File: src/rtl/ps2_host_rx.sv
// PS/2 host-side receiver: synchronise and filter the line pair, decode 11-bit frames, and queue bytes in a FIFO.
// Optional make/break scancode decoder enabled by defining PS2_HOST_RX_SCANCODE_EN.
module ps2_host_rx #(
  parameter int FIFO_BITS = 3,
  parameter int FILTER    = 4,
  parameter int TIMEOUT   = 4096
) (
  input  logic       clk_sys,
  input  logic       reset,
  input  logic       ps2_clk,
  input  logic       ps2_data,
  output logic [7:0] rd_data,
  output logic       rd_valid,
  input  logic       rd_ack,
  output logic       busy,
  output logic       parity_err,
  output logic       frame_err,
  output logic       overflow
`ifdef PS2_HOST_RX_SCANCODE_EN
  ,
  output logic [7:0] key_code,
  output logic       key_ext,
  output logic       key_release,
  output logic       key_strobe
`endif
);

  localparam int TW    = $clog2(TIMEOUT + 1);
  localparam int DEPTH = 1 << FIFO_BITS;

  typedef enum logic [1:0] {S_IDLE, S_DATA, S_PARITY, S_STOP} state_t;

  // Line conditioning: index 0 is the clock line, index 1 the data line.
  logic [1:0]      sync_a, sync_b, filt;
  logic [1:0][7:0] flt_cnt;
  logic            filt_clk_d;
  logic            fe;

  // NOTE: sequential state is always assigned with <= so every flop samples pre-edge values.
  always_ff @(posedge clk_sys or posedge reset) begin
    if (reset) begin
      sync_a     <= 2'b11;
      sync_b     <= 2'b11;
      filt       <= 2'b11;
      flt_cnt    <= '0;
      filt_clk_d <= 1'b1;
      fe         <= 1'b0;
    end else begin
      sync_a <= {ps2_data, ps2_clk};
      sync_b <= sync_a;
      for (int i = 0; i < 2; i++) begin
        if (sync_b[i] == filt[i]) begin
          flt_cnt[i] <= '0;
        end else if (flt_cnt[i] == 8'(FILTER - 1)) begin
          filt[i]    <= sync_b[i];
          flt_cnt[i] <= '0;
        end else begin
          flt_cnt[i] <= flt_cnt[i] + 8'd1;
        end
      end
      filt_clk_d <= filt[0];
      fe         <= filt_clk_d & ~filt[0];
    end
  end

  state_t          state_q, state_d;
  logic [2:0]      bit_cnt_q, bit_cnt_d;
  logic [7:0]      shreg_q, shreg_d;
  logic            par_q, par_d;
  logic [TW-1:0]   timer_q;
  logic            timeout;
  logic            push, perr_c, ferr_c;

  assign timeout = (state_q != S_IDLE) && !fe && (timer_q == TW'(TIMEOUT - 1));
  assign busy    = (state_q != S_IDLE);

  // NOTE: every always_comb output gets a default first, so no path can infer a latch.
  always_comb begin
    state_d   = state_q;
    bit_cnt_d = bit_cnt_q;
    shreg_d   = shreg_q;
    par_d     = par_q;
    push      = 1'b0;
    perr_c    = 1'b0;
    ferr_c    = 1'b0;
    if (timeout) begin
      state_d = S_IDLE;
      ferr_c  = 1'b1;
    end else if (fe) begin
      unique case (state_q)
        S_IDLE: begin
          if (!filt[1]) begin
            state_d   = S_DATA;
            bit_cnt_d = 3'd0;
          end
        end
        S_DATA: begin
          shreg_d   = {filt[1], shreg_q[7:1]};
          bit_cnt_d = bit_cnt_q + 3'd1;
          if (bit_cnt_q == 3'd7) state_d = S_PARITY;
        end
        S_PARITY: begin
          par_d   = filt[1];
          state_d = S_STOP;
        end
        S_STOP: begin
          state_d = S_IDLE;
          if (!filt[1])                ferr_c = 1'b1;
          else if (par_q != ~^shreg_q) perr_c = 1'b1;
          else                         push   = 1'b1;
        end
        default: state_d = S_IDLE;
      endcase
    end
  end

  always_ff @(posedge clk_sys or posedge reset) begin
    if (reset) begin
      state_q   <= S_IDLE;
      bit_cnt_q <= '0;
      shreg_q   <= '0;
      par_q     <= 1'b0;
      timer_q   <= '0;
    end else begin
      state_q   <= state_d;
      bit_cnt_q <= bit_cnt_d;
      shreg_q   <= shreg_d;
      par_q     <= par_d;
      // Timer measures the gap since the last falling edge of an active frame.
      if (fe || state_d == S_IDLE) timer_q <= '0;
      else                         timer_q <= timer_q + TW'(1);
    end
  end

  // FIFO with one extra pointer bit to tell full from empty.
  logic [7:0]         mem [DEPTH];
  logic [FIFO_BITS:0] wptr, rptr;
  logic               empty, full, pop, wr_en, ovf_c;

  assign empty   = (wptr == rptr);
  assign full    = ((wptr ^ rptr) == {1'b1, {FIFO_BITS{1'b0}}});
  assign pop     = rd_ack & ~empty;
  assign wr_en   = push & (~full | pop);
  assign ovf_c   = push & full & ~pop;
  assign rd_valid = ~empty;
  assign rd_data  = empty ? 8'h00 : mem[rptr[FIFO_BITS-1:0]];

  // NOTE: the storage array has no reset; the pointers alone define which entries are valid.
  always_ff @(posedge clk_sys) begin
    if (wr_en) mem[wptr[FIFO_BITS-1:0]] <= shreg_q;
  end

  always_ff @(posedge clk_sys or posedge reset) begin
    if (reset) begin
      wptr       <= '0;
      rptr       <= '0;
      parity_err <= 1'b0;
      frame_err  <= 1'b0;
      overflow   <= 1'b0;
    end else begin
      if (wr_en) wptr <= wptr + 1'b1;
      if (pop)   rptr <= rptr + 1'b1;
      parity_err <= perr_c;
      frame_err  <= ferr_c;
      overflow   <= ovf_c;
    end
  end

`ifdef PS2_HOST_RX_SCANCODE_EN
  // Prefix bytes arm flags that qualify the next non-prefix byte; overflowed bytes still count.
  logic ext_pend, rel_pend;

  always_ff @(posedge clk_sys or posedge reset) begin
    if (reset) begin
      ext_pend    <= 1'b0;
      rel_pend    <= 1'b0;
      key_code    <= '0;
      key_ext     <= 1'b0;
      key_release <= 1'b0;
      key_strobe  <= 1'b0;
    end else begin
      key_strobe <= 1'b0;
      if (push) begin
        if (shreg_q == 8'hE0) begin
          ext_pend <= 1'b1;
        end else if (shreg_q == 8'hF0) begin
          rel_pend <= 1'b1;
        end else begin
          key_strobe  <= 1'b1;
          key_code    <= shreg_q;
          key_ext     <= ext_pend;
          key_release <= rel_pend;
          ext_pend    <= 1'b0;
          rel_pend    <= 1'b0;
        end
      end
    end
  end
`endif

endmodule
File: config.mk
export PLATFORM = sky130hd
export DESIGN_NAME = ps2_host_rx
export DESIGN_NICKNAME = d
export VERILOG_FILES = /design/src/rtl/ps2_host_rx.sv
export SDC_FILE = /design/constraint.sdc
export NUM_CORES = 1
export LEC_CHECK = 0
export ABC_AREA = 1
export CORE_MARGIN = 4
export CORE_UTILIZATION = 66
export DETAILED_ROUTE_END_ITERATION = 6
export PLACE_DENSITY = 0.85
export REMOVE_ABC_BUFFERS = 1
export SETUP_SLACK_MARGIN = 0.05
export SYNTH_ARGS = -nofsm -noshare
export SYNTH_HDL_FRONTEND = slang
export SYNTH_SLANG_ARGS = --single-unit
export TNS_END_PERCENT = 30
File: constraint.sdc
create_clock -name clk_sys -period 4.69 [get_ports clk_sys]
set_clock_uncertainty 0.05 [all_clocks]
set_input_delay 0.469 -clock clk_sys [delete_from_list [all_inputs] [get_ports clk_sys]]
set_output_delay 0.469 -clock clk_sys [all_outputs]
set_load 0.01 [all_outputs]
# Yosys cells after proc, flatten, opt, wreduce, memory -nomap -nowiden
# Memory sizes are Yosys's and may differ from the RTL's.
# Cells that the tools add are included.
dict set report word_totals {
  ff_bits 62
  ram_bits 64
  input_bits 5
  wordCells 95
  n_memories 1
}
# memory words width read_ports rd_ports_with_merged_regs write_ports line_no
set memory_table {}
lappend memory_table {mem 8 8 1 0 1 136} ;# logic [7:0] mem [DEPTH];
dict set report op_classes {
  addsub 6
  eq_ne 13
  muxes 29
  bitwise_logic 14
  reduce_logical 14
}
# op count
set ops {}
lappend ops {{$mux W8} 5}
lappend ops {{$add A8 B1 Y8 const B} 2}
lappend ops {{$eq A8 B2 Y1 const B} 2}
lappend ops {{$mux W1} 16}
lappend ops {{$add A13 B1 Y13 const B} 1}
lappend ops {{$eq A13 B12 Y1 const B} 1}
lappend ops {{$mux W13} 1}
lappend ops {{$add A4 B1 Y4 const B} 2}
lappend ops {{$mux W2} 4}
lappend ops {{$pmux W2 S4} 1}
lappend ops {{$reduce_xnor A8 Y1} 1}
lappend ops {{$not A1 Y1} 7}
lappend ops {{$pmux W3 S2} 1}
lappend ops {{$reduce_and A3 Y1} 2}
lappend ops {{$and A1 B1 Y1} 5}
lappend ops {{$eq A2 B2 Y1 const B} 2}
lappend ops {{$eq A4 B4 Y1} 1}
lappend ops {{$eq A4 B4 Y1 const B} 1}
lappend ops {{$logic_not A2 Y1} 2}
lappend ops {{$reduce_and A2 Y1} 2}
lappend ops {{$reduce_and A4 Y1} 1}
lappend ops {{$reduce_bool A2 Y1} 2}
lappend ops {{$xor A4 B4 Y4} 1}
lappend ops {{$add A3 B1 Y3 const B} 1}
lappend ops {{other kinds (10)} 12}

# Depth between registers and ports, before layout
# Gate-level depths: netlist of the first run.
dict set report depth {
  ltp_word 10
  mapped_depth 11
  depth_no_buf 11
}

# Least setup slack after synthesis of the first run
# No wires, ideal clock.
dict set report synth_timing {
  kind {reg-to-reg}
  start {reg shreg_q[0]}
  end {mem mem[1][0] (enable)}
  arrival_time_ns 1.617
  path_slack_ns 2.653
  stages_incl_launch_ff 12
  n_path_buf 0
  synth_period_minus_slack_ns 2.037
  cell_sequence {dfrtp_1 -> nand2_1 -> inv_1 -> nor2_1 -> nand2_1 -> nand2_1 -> inv_1 -> nand3_2 -> nand2_4 -> nor2_8 -> nand3_2 -> nor2_1}
}
dict set report synth_via {
  elab_chain_cells 10
}
# item line_no
set synth_lines {}
lappend synth_lines {{start: declaration} 68} ;# logic [7:0] shreg_q, shreg_d;
lappend synth_lines {{start signal: assignment} 127} ;# shreg_q <= shreg_d;
lappend synth_lines {{$reduce_xnor A8 Y1} 109} ;# else if (par_q != ~^shreg_q) perr_c = 1'b1;
lappend synth_lines {{$ne A1 B1 Y1} 109}
lappend synth_lines {{$mux W1} 109}
lappend synth_lines {{$mux W1} 108} ;# if (!filt[1]) ferr_c = 1'b1;
lappend synth_lines {{$mux W1} 90} ;# unique case (state_q)
lappend synth_lines {{$mux W1} 89} ;# end else if (fe) begin
lappend synth_lines {{$mux W1} 86} ;# if (timeout) begin
lappend synth_lines {{$and A1 B1 Y1} 143} ;# assign wr_en = push & (~full | pop);
lappend synth_lines {{$mux W1} 150} ;# if (wr_en) mem[wptr[FIFO_BITS-1:0]] <= shreg_q;
lappend synth_lines {{$mux W1 (implied by the code)} 150}
lappend synth_lines {{end: declaration} 136}
# Every way passes these cells.

# Worst setup path in the final report of the first run
dict set report layout_timing {
  start {reg rptr[1]}
  end {out rd_data[4]}
}
dict set report layout_via {
  elab_chain_cells 2
  elab_cells_between_ends 3
}
# item line_no
set layout_lines {}
lappend layout_lines {{start: declaration} 137} ;# logic [FIFO_BITS:0] wptr, rptr;
lappend layout_lines {{start signal: assignment} 162} ;# if (pop) rptr <= rptr + 1'b1;
lappend layout_lines {{$mem_v2 Z8 W8 or $eq A4 B4 Y1 (tied branches)} --}
lappend layout_lines {{$mux W8 (*)} 146} ;# assign rd_data = empty ? 8'h00 : mem[rptr[FIFO_BITS-1:0]];
lappend layout_lines {{end: declaration} 12} ;# output logic [7:0] rd_data,
# Every way passes the cells marked *; elsewhere a longest branch is shown, timed or not.

==> out/results.ini, run 1 <==
[run_status]
status = finished clean

[pwr]
ir_drop_uv = 348
power.density_nw_per_um2 = 611
cellLeakagePower_nw = 2.56
power_mw = 3.93

[final_layout]
fin_cells = 669
fin_nets = 563
final_util_pct = 77.8
final_common_cell = nor2_1
ff_latch_area_um2 = 3480
multi_input_area_um2 = 1880
area_growth_pct = 14.0
drive_above_1_share_pct = 15.8
layout_common_cells = nor2_1 (75), edfxtp_1 (64), nand2_1 (63)
antennaDiodeCount = 0
final_area_um2 = 6430
nFillCells = 503

[detailed_routing]
dr_total_vias = 3844
avgRoutedWirePerCell_um = 16.5
via_per_inst = 5.75
wirelength_um = 11100
drc_errors = 0
final_antenna_net_count = 0
drtIter0Drc = 262
first_pass_iters = 4

[clocking]
post_cts.repair.setup_buffers = 0
clockRootBuffer = clkbuf_8
cts_resized = 0
hold_buffers = 0
htreeDepth = 4
clock_latency_ps = 510
clock-sinks = 126
clockBufferDepth = 2
clk_pin_slew_ps = 60
cts_tree = yes
numCtsBuffers = 17

[synthesis]
ys_ff_latch = 126
netlist_area_um2 = 5640
ys.warnings.count = 0
async_reset_ff_share_pct = 49.2
ys_types = 40
synth-edff-count = 64
ys.flop_type = edfxtp_1
ys_seq_area_share_pct = 61.8
syn_inst = 530
yosys.area.top_type_share_pct = 34.1
avgSynthCellArea_um2 = 10.6
synth_top_cell_by_area = edfxtp_1
synthTopCellsByArea = edfxtp_1 (34%), dfrtp_1 (24%), nor2_1 (5.0%), nand2_1 (4.2%), o21ai_0 (4.2%)

[setup_path]
worstSetupEndpointType = output pin
arrival_ps = 3160
cp-start-kind = flip-flop
crit_path_max_incr_delay_ps = 750
worstSetupPathType = reg2out
crit_fanout = 20
cp_slowest_cell = dfrtp_1
worstPathRequired_ps = 4170
cp_cell_sequence = clkinv_2 -> nand2_1 -> a21oi_2 -> nand3_1 -> o21ai_1 -> nor2_1 -> clkdlybuf4s50_1

[floorplan]
die_h_um = 100
die_width_um = 100
coreArea_um2 = 8260
rows = 33
initial_core_util_pct = 68.3
ios = 18
fp.dieArea_um2 = 10100

[global_routing]
antenna_found_initial = 0
grtUsageMet3_pct = 4.86
grt_pass1_wl_um = 18700
met1_usage_pct = 29.9
grt_overflow = 0
gr-max-usage-layer = met2
grt_max_degree = 37
grt_pass1_vias = 3973
grt.total_usage_pct = 23.9
gr-usage-met2_pct = 41.1

[timing]
worstMarginPinSlew_ps = 920
fin_crit_ps = 3680
setup-tns-final_ps = 0
setup_slack_ps = 1010
hold_viol_final = 0
max-slew-margin-rel_pct = 38.6
max_freq_mhz = 272
period_share_pct = 78.4
setup_viol = 0
drv_slew = 0
hold_slack_ps = 304
rsz0062_at_grt = false

[placed_design]
globalplace.congestion = 0.849
port_buffers = 17
dp_hpwl_um = 7110
dp_slack_ps = 1680
placedCellCount = 637
placed_area_um2 = 5860

[run]
max_cap_viol_count = 0

[min_path]
hold_path_class = in2async

==> cells in the mapped netlist (all sizes together) (3+ instances only) <==
library cell and number:
nor4 3, xor2 14, buf 10, o22ai 17, edfxtp 64, nand3 32, ha 7, nor3 24
xnor2 8, inv 47, clkbuf 7, dfrtp 55, o21ai 58, a21oi 11, nor2 83, dfstp 7
nand2 69
==> layout make-up <==
type | instances | area share, %
clock buffers | 18 | 6.50
clock inverters | 14 | 2.26
inverters | 48 | 2.82
multi-input cells | 339 | 29.3
flip-flops and latches | 126 | 54.2
well taps | 105 | 2.04
repair buffers | 19 | 2.88
==> routing by layer <==
layer,routed length [um],vias to the layer above
li1,-,1850
met1,4500,1856
met2,5840,118
met3,527,20
met4,201,0
met5,0,-
==> cell families after synthesis <==
family	share of synthesized area [%]
buf+inv	4.79
flops	61.8
fa+ha+maj	1.55
simple gates	19.5
xor+xnor	3.42
mux	0.400
compound gates	8.59
==> flip-flops by register name (all words and copies together), names as in the netlist, 2 cells and up <==
name,flops
bit_cnt_q,3
rptr,4
mem,64
flt_cnt,16
wptr,4
state_q,2
shreg_q,8
sync_b,2
filt,2
sync_a,2
timer_q,13
==> worst max-delay path: cells and delay by family (launching register included) <==
family          cells  cell delay (ps)
buf+inv             2              950
compound gates      2              270
simple gates        3              670
flops               1              750
==> final timing paths <==
kind	from	to	slack [ps]	cells after the start
max	rptr[1]	rd_data[4]	1010	7
min	reset	flt_cnt[8]	300	2
max reg2reg	rptr[1]	mem[7][0]	1780	6
min reg2reg	sync_a[0]	sync_b[0]	310	0
max in group asynchronous	reset	sync_a[0]	3420	3
min in group clk_sys	sync_a[0]	sync_b[0]	310	0
==> where the power goes <==
part | switching (mW) | internal, mW | total, mW | leakage (nW)
logic | 0.700 | 0.440 | 1.14 | 0.900
clock network | 0.470 | 0.753 | 1.22 | 0.257
registers | 0.221 | 1.34 | 1.57 | 1.40
No activity file was read; power rests on OpenSTA's default activity.
==> run 2, diff against run 1 <==
--- a/config.mk
+++ b/config.mk
@@ -7,9 +7,9 @@
 export LEC_CHECK = 0
 export ABC_AREA = 1
 export CORE_MARGIN = 4
-export CORE_UTILIZATION = 66
+export CORE_UTILIZATION = 55
 export DETAILED_ROUTE_END_ITERATION = 6
-export PLACE_DENSITY = 0.85
+export PLACE_DENSITY = 0.75
 export REMOVE_ABC_BUFFERS = 1
 export SETUP_SLACK_MARGIN = 0.05
 export SYNTH_ARGS = -nofsm -noshare
==> constraint.sdc (replaced) <==
create_clock -name clk_sys -period 3.3 [get_ports clk_sys]
set_clock_uncertainty 0.05 [all_clocks]
set_input_delay 0.33 -clock clk_sys [delete_from_list [all_inputs] [get_ports clk_sys]]
set_output_delay 0.33 -clock clk_sys [all_outputs]
set_load 0.01 [all_outputs]
==> out/results.ini, run 2 (synthesized netlist as in run 1, its figures left out) <==
[setup_path]
cp_cell_sequence = buf_4 -> xor2_1 -> a21oi_2 -> nand3_2 -> o21ai_1 -> nor2_1 -> clkdlybuf4s50_1
crit_path_max_incr_delay_ps = 560
crit_fanout = 35
arrival_ps = 2520
worstReg2RegStart = shreg_q[3]
crit_buf_inv = 2
cp-start-kind = flip-flop
worstSetupPathType = reg2out
regToRegSetupSlack_ps = 740
crit_family = buffers and inverters
worstSetupEndpointType = output pin
worstPathRequired_ps = 2920
cp_slowest_cell = clkdlybuf4s50_1
reg2regPathDepth = 10
reg2reg_to = mem[5][4]

[pwr]
cellLeakagePower_nw = 2.63
power_mw = 6.01
ir_drop_uv = 633
power.density_nw_per_um2 = 908

[final_layout]
nFillCells = 733
drive_above_1_share_pct = 16.9
fin_cells = 701
antennaDiodeCount = 0
final_common_cell = nor2_1
fin_nets = 567
largest_register_ff_count = 64
layout_common_cells = nor2_1 (75), edfxtp_1 (64), nand2_1 (63)
area_growth_pct = 17.4

[detailed_routing]
via_per_inst = 5.47
top_layer_used = met4
drc_errors = 0
m1WireLength_um = 4660
avgRoutedWirePerCell_um = 16.2
wirelength_um = 11300
dr_total_vias = 3832
wl_met2_um = 5760
first_pass_iters = 5
wl_met3_um = 649
drtIter0Drc = 245
final_antenna_net_count = 0

[global_routing]
grt_pass1_vias = 3918
antenna_found_initial = 0
grt_max_degree = 52
grt_overflow = 0
grt_pass1_wl_um = 19000
grt.total_usage_pct = 21.1

[timing]
hold_slack_ps = 173
period_share_pct = 87.8
setup_viol = 0
fin_crit_ps = 2900
drv_slew = 0
setup-tns-final_ps = 0
max-slew-margin-rel_pct = 33.6
worstMarginPinSlew_ps = 995
hold_viol_final = 0
max_freq_mhz = 345
rsz0062_at_grt = false

[run]
max_cap_viol_count = 0

[clocking]
clockBufferDepth = 2
clk_pin_slew_ps = 60
cts_tree = yes
clockRootBuffer = clkbuf_8
clock-sinks = 126
clock_latency_ps = 510
numCtsBuffers = 17
hold_buffers = 0
htreeDepth = 4

[run_status]
status = finished clean

[placed_design]
globalplace.congestion = 0.856
dp_hpwl_um = 7600
placedCellCount = 669
port_buffers = 17

[floorplan]
coreArea_um2 = 9860
initial_core_util_pct = 57.1
fp.dieArea_um2 = 11900
ios = 18
die_width_um = 109
rows = 36
die_h_um = 109

[min_path]
hold_start = ps2_clk
min_path_cells = 1
whs_endpoint = sync_a[0]
hold_path_class = in2reg

## run 2: through the flow
step	setup WS, ps	utilization [%]	cell area (um2)
after floorplan	1100	-	5550
after global placement	837	60.1	5930
after detailed placement	756	60.1	5930
after CTS	194	67.0	6610
after global routing	211	67.1	6620
final	403	67.1	6620
## run 2: cell type report
cell class	instances	area, um2	area share, %
clock buffer	17	414	6.26
clock inverter	15	267	4.03
inverter	48	185	2.80
multi-input combinational	339	1890	28.5
sequential	126	3480	52.6
tap	133	166	2.51
timing repair buffer	23	215	3.25
## run 2: worst max-delay path by stage
stage	startpoint	end	slack (ps)	cells after the start
finish	rptr[0]	rd_data[1]	400	7
floorplan	fe	mem[1][0]	1100	6
CTS	rptr[0]	rd_data[6]	190	6
detailed placement	shreg_q[3]	mem[5][3]	760	10
global placement	shreg_q[2]	mem[5][7]	840	10
global route	rptr[0]	rd_data[6]	210	7
## run 2: timing repair
item | in CTS | in global routing
resized for setup | 0 | 2
setup endpoints to repair | 0 | 5
setup buffers | 0 | 0
## run 2: report_power, final
group	switching (mW)	internal, mW
Combinational	1.05	0.648
Sequential	0.273	1.91
Clock	0.670	1.45
Total	2.00	4.01
## run 2: layer usage
layer  track usage [%]  vias to the layer above
met3              4.85                       24
met2              35.0                      121
met5                 0                        -
met4              8.64                        0
met1              26.8                     1832
li1                  -                     1855
